`src/rtl/mem_stream_ctrl.sv`:
```
// Frame buffer controller: loads an input stream frame into an external
// single-port word memory from address 0, then streams it back out in order.
module mem_stream_ctrl #(
   parameter  int unsigned WIDTH   = 16,
   parameter  int unsigned SIZE    = 64,
   localparam int unsigned LOGSIZE = $clog2(SIZE)
) (
   input  logic               clk,
   input  logic               reset,
   input  logic               s_valid,
   output logic               s_ready,
   input  logic [WIDTH-1:0]   s_data,
   input  logic               s_last,
   output logic               m_valid,
   input  logic               m_ready,
   output logic [WIDTH-1:0]   m_data,
   output logic               m_last,
   output logic [LOGSIZE-1:0] mem_addr,
   output logic               mem_wr_en,
   output logic [WIDTH-1:0]   mem_wdata,
   input  logic [WIDTH-1:0]   mem_rdata
);

   localparam logic [LOGSIZE-1:0] MAX_IDX = LOGSIZE'(SIZE - 1);
   localparam logic [LOGSIZE-1:0] ONE     = LOGSIZE'(1);

   typedef enum logic {LOAD, DRAIN} state_t;

   state_t             state, state_nxt;
   logic [LOGSIZE-1:0] wr_ptr, wr_ptr_nxt;
   logic [LOGSIZE-1:0] rd_idx, rd_idx_nxt;
   logic [LOGSIZE-1:0] last_idx, last_idx_nxt;
   logic               m_valid_nxt;
   logic               hs;

   // Write data and read data pass straight through to/from the memory.
   assign mem_wdata = s_data;
   assign m_data    = mem_rdata;

   // State and pointer registers.
   always_ff @(posedge clk) begin
      if (reset) begin
         state    <= LOAD;
         wr_ptr   <= '0;
         rd_idx   <= '0;
         last_idx <= '0;
         m_valid  <= 1'b0;
      end else begin
         state    <= state_nxt;
         wr_ptr   <= wr_ptr_nxt;
         rd_idx   <= rd_idx_nxt;
         last_idx <= last_idx_nxt;
         m_valid  <= m_valid_nxt;
      end
   end

   // Next-state logic; the memory address looks one word ahead on a handshake
   // so the registered read keeps up with a 1 word/cycle drain.
   always_comb begin
      state_nxt    = state;
      wr_ptr_nxt   = wr_ptr;
      rd_idx_nxt   = rd_idx;
      last_idx_nxt = last_idx;
      m_valid_nxt  = m_valid;
      s_ready      = 1'b0;
      mem_wr_en    = 1'b0;
      m_last       = 1'b0;
      mem_addr     = rd_idx;
      hs           = 1'b0;
      case (state)
         LOAD: begin
            s_ready     = !reset;
            mem_addr    = wr_ptr;
            mem_wr_en   = s_valid & !reset;
            m_valid_nxt = 1'b0;
            if (s_valid) begin
               wr_ptr_nxt = wr_ptr + ONE;
               if (s_last || (wr_ptr == MAX_IDX)) begin
                  last_idx_nxt = wr_ptr;
                  wr_ptr_nxt   = '0;
                  rd_idx_nxt   = '0;
                  state_nxt    = DRAIN;
               end
            end
         end
         DRAIN: begin
            m_last      = m_valid & (rd_idx == last_idx) & !reset;
            hs          = m_valid & m_ready;
            mem_addr    = hs ? (rd_idx + ONE) : rd_idx;
            m_valid_nxt = 1'b1;
            if (hs) begin
               if (rd_idx == last_idx) begin
                  m_valid_nxt = 1'b0;
                  rd_idx_nxt  = '0;
                  state_nxt   = LOAD;
               end else begin
                  rd_idx_nxt = rd_idx + ONE;
               end
            end
         end
         default: state_nxt = LOAD;
      endcase
   end

endmodule

```
`config.mk`:
```
export PLATFORM = sky130hd
export DESIGN_NAME = mem_stream_ctrl
export DESIGN_NICKNAME = d
export VERILOG_FILES = /design/src/rtl/mem_stream_ctrl.sv
export SDC_FILE = /design/constraint.sdc
export NUM_CORES = 1
export LEC_CHECK = 0
export BUFFER_PORTS_ARGS = -buffer_cell sky130_fd_sc_hd__buf_2
export CAP_MARGIN = 25
export CORE_ASPECT_RATIO = 0.5
export CORE_UTILIZATION = 40
export DETAILED_ROUTE_END_ITERATION = 16
export GPL_TIMING_DRIVEN = 0
export PLACE_DENSITY_LB_ADDON = 0.1
export SLEW_MARGIN = 20
export SYNTH_ARGS = -nofsm -noshare
export SYNTH_HDL_FRONTEND = slang
export SYNTH_SLANG_ARGS = --single-unit
export TNS_END_PERCENT = 1
```
`constraint.sdc`:
```
create_clock -name clk -period 3.26 [get_ports clk]
set_input_delay 0 -clock clk [delete_from_list [all_inputs] [get_ports clk]]
set_output_delay 0 -clock clk [all_outputs]
set_load 0.03 [all_outputs]
```
== Word level (Yosys, flattened, before mapping) ==
Index checks and enable logic that the tools add are counted.
Storage, ports and cells
  register bits after elaboration: 20
  input port bits: 37
  output and inout port bits: 42
  word-level logic and storage cells: 39
Operators by class
  add/sub/neg operators: 2
  equal/unequal tests: 5
  mux-type cells: 17
  bitwise operators: 5
  reduce and logical (&&, ||, !) cells: 5
Operators by type and width (number)
  $mux 6: 6
  $pmux 6 s2: 2
  $add 6x1->6 const B: 2
  $mux 1: 7
  $eq 6x6->1: 1
  $eq 6x6->1 const B: 1
  $reduce_and 3->1: 2
  $and 1x1->1: 4
  $ne 2x2->1 const B: 2
  $pmux 1 s2: 2
  $ne 2x1->1 const B: 1
  $reduce_and 2->1: 1
  $logic_not 1->1: 1
  $logic_or 1x1->1: 1
  $not 1->1: 1

== Longest topological paths before layout ==
  depth after elaboration: 5
  gate-level depth with buffers: 6
  gate-level depth less buffers: 5

== Worst setup path before layout ==
No wires, ideal clock.
  path kind: reg2out
  start: reg m_valid
  end: out mem_addr[5]
  data arrival time: 1623 ps
  setup slack: 1637 ps
  cell stages (with the launch flop): 5
  path through: dfxtp_1 > nand2_1 > nor3_2 > xnor2_1 > a21oi_1
Between the ends
  cells in the longest elaborated chain, start to end: 3
Ends and longest elaborated chain
  start, declared: RTL line 14  | output logic m_valid,
  start signal, assigned: RTL line 53  | m_valid <= m_valid_nxt;
  $and 1x1->1: RTL line 88  | hs = m_valid & m_ready;
  $mux 6: RTL line 89  | mem_addr = hs ? (rd_idx + ONE) : rd_idx;
  $pmux 6 s2: RTL line 70  | case (state)
  end, declared: RTL line 18  | output logic [LOGSIZE-1:0] mem_addr,
No other way between the ends.

== Worst setup path after layout ==
  start: reg rd_idx[0]
  end: out mem_addr[4]
Between the ends
  cells in the longest elaborated chain, start to end: 3
Ends and longest elaborated chain
  start, declared: RTL line 31  | logic [LOGSIZE-1:0] rd_idx, rd_idx_nxt;
  start signal, assigned: RTL line 51  | rd_idx <= rd_idx_nxt;
  $add 6x1->6: RTL line 89
  $mux 6: RTL line 89
  $pmux 6 s2: RTL line 70
No other way between the ends.

==> results.toml <==
[clock_network]
clockBufferDepth = 2
cts_made_buffers = 3
cts_setup_buffers = 0
insertion_delay_ns = 0.27
clkSinkCount = 20
clk_pin_slew_ns = 0.08
cts_resized = 0
cts_tree = "done"
root_buffer = "clkbuf_8"
postCtsHoldBufs = 1
htreeDepth = 1

[synth]
synth_mux_area_share_pct = 0.6826
yosys.area_share.simple_pct = 18.52
ys_ff_latch = 20
synth_top_family_by_area = "buffers and inverters"
synth-compound-area-share_pct = 20.22
synth_cells = 184
synth_xor_area_share_pct = 9.556
yosys.area.top_type_share_pct = 27.30
yosys.area.top_type = "dfxtp_1"
syn-num-nets = 223
synth.avg_cell_area_um2 = 7.970
synth_fa_ha_area_share_pct = 1.706
ys_types = 34
synth_area_mm2 = 0.001466
synth_area_leaders = "dfxtp_1 (27%), buf_4 (18%), xnor2_1 (6.0%)"
synth-seq-area-share_pct = 27.30
synth.yosys.warnings = 0

[power]
power_uw = 677.9
p_leak_nw = 0.8024
pwr_density_cell_mw_per_mm2 = 368.1
irDropWorstVdd_v = 0.0001763

[timing]
final-setup-viol-count = 0
period_minus_slack_ns = 1.740
final_hold_viol_count = 0
rsz0062_at_grt = "no"
slew-limit-headroom_pct = 62.98
fmax_mhz = 574.8
setup_slack_ns = 1.520
fin_skew_ns = 0.004567
fin_tns_setup_ns = 0
tightestPinTransition_ns = 0.5553
maxSlewViolCount = 0
post-route-period-util_pct = 53.37

[drt]
ant_nets = 0
routedWlPerCell_um = 11.98
dr.pass1.iters = 4
vias_per_cell = 4.951
drt_first_iter_violations = 65
drc = 0
wirelength_mm = 3.426
route.vias.total = 1416

[layout]
post_route_cells_drive_above_1_share_pct = 41.70
syn2layout_area_growth_pct = 25.60
layout_commonest_cell = "buf_2"
num_antenna_cells = 0
fin_nets = 275
layout_common_cells = "buf_2 (52), buf_4 (35), dfxtp_1 (20), a21oi_1 (17), nor2_1 (14)"
fillers = 317

[critical_path]
cp_num_buf_inv = 1
cp-end-kind = "output pin"
arrival_ns = 1.74
crit_start = "rd_idx[0]"
cp_top_family = "flip-flops"
critical_path.slowest_cell = "dfxtp_1"
reg2reg_from = "wr_ptr[0]"
start_kind = "flip-flop"
crit_type = "flip-flop to output pin"
critical_path.max_stage_delay_ns = 0.46
cp.required_ns = 3.26
regToRegSetupSlack_ns = 1.76
cp_max_fo = 6
crit_chain = "ha_1 -> nand3_1 -> nor2_1 -> xnor2_1 -> a21oi_1 -> buf_2"

[die]
core_area_mm2 = 0.003472
die_w_um = 87.63
initial_core_util_pct = 42.23
std_cell_rows = 15
die_h_um = 44.82
die_area_mm2 = 0.003927
ioPinCount = 79

[global_route]
antenna_found_initial = 0
grt_start_max_net_pins = 13
grt_pass1_wl_mm = 5.430
overflow = 0
grtUsageTotal_pct = 18.04
grt_pass1_vias = 1191

[hold_path]
hp-start = "m_ready"
hold_path_class = "input pin to flip-flop"

[placed_design]
io_buffers = 46
hpwl_mm = 2.572
gp_congestion = 0.8196
dp_slack_ns = 1.780

[job]
drv_cap = 0

[run_status]
outcome = "complete, no violations"
[state kept, by name (all words and copies together), names as in the netlist]
register and cells:
state 1, m_valid 1, last_idx 6, rd_idx 6, wr_ptr 6
[final cells by class]
class | count | area (um^2) | share of cell area [%]
multi-input combinational | 117 | 743.2 | 40.35
sequential | 20 | 400.4 | 21.74
timing repair buffer | 47 | 240.2 | 13.04
tap | 51 | 63.81 | 3.465
buffer | 45 | 315.3 | 17.12
clock inverter | 1 | 30.03 | 1.630
inverter | 2 | 7.507 | 0.4076
clock buffer | 3 | 41.29 | 2.242
[path summary, 6_finish.rpt]
path,end,cells past startpoint
setup / recovery,mem_addr[4],6
hold reg to reg,last_idx[2],2
hold / removal,rd_idx[2],5
setup reg to reg,rd_idx[5],5
[metal layers]
metal | wire [um] | track usage [%] | vias to the layer above
met5 | 0 | 0 | -
met4 | 19 | 1.967 | 0
met3 | 301 | 4.388 | 2
met2 | 1505 | 31.09 | 85
met1 | 1600 | 24.05 | 616
li1 | - | - | 713
[tightest hold or removal path, cell delays in order]
cell,delay (ns)
buf_2,0.11
nand3_1,0.09
nor3b_1,0.05
o21ai_0,0.07
a31oi_1,0.07
[power breakdown]
| part | internal [mW] | switching (mW) | leakage (nW) |
|---|---|---|---|
| sequential | 0.248 | 0.00482 | 0.162 |
| clock | 0.164 | 0.0903 | 0.0357 |
| combinational | 0.0625 | 0.109 | 0.605 |
| total | 0.474 | 0.204 | 0.802 |
[cell usage after synthesis (all sizes together)]
master    n
a21oi    17
a31oi     3
a41o      1
a41oi     1
and2      1
and3      1
buf      42
clkbuf    3
dfxtp    20
ha        2
inv       2
mux2i     1
nand2     8
nand2b    2
nand3    12
nand4     2
nor2     14
nor2b     1
nor3      9
nor3b     1
nor4      2
o2111ai   3
o211a     1
o211ai    6
o21ai    11
o22ai     1
o31ai     1
xnor2    10
xor2      6
[stage by stage]
stage | cell area, um^2 | std cells | util, % | hold slack, ns
2_1_floorplan | 1466 | 184 | - | 0.07737
3_3_place_gp | 1760 | 281 | 50.70 | 0.2207
3_5_place_dp | 1760 | 281 | 50.70 | 0.2238
4_1_cts | 1842 | 286 | 53.04 | 0.1767
5_1_grt | 1842 | 286 | 53.04 | 0.2284
6_report | 1842 | 286 | 53.04 | 0.1843
[cell families after synthesis]
logic type      after synthesis
flops                        20
xor+xnor                     16
compound gates               45
simple gates                 53
fa+ha+maj                     2
mux                           1
buf+inv                      47
No activity file was read; power rests on OpenSTA's default activity.
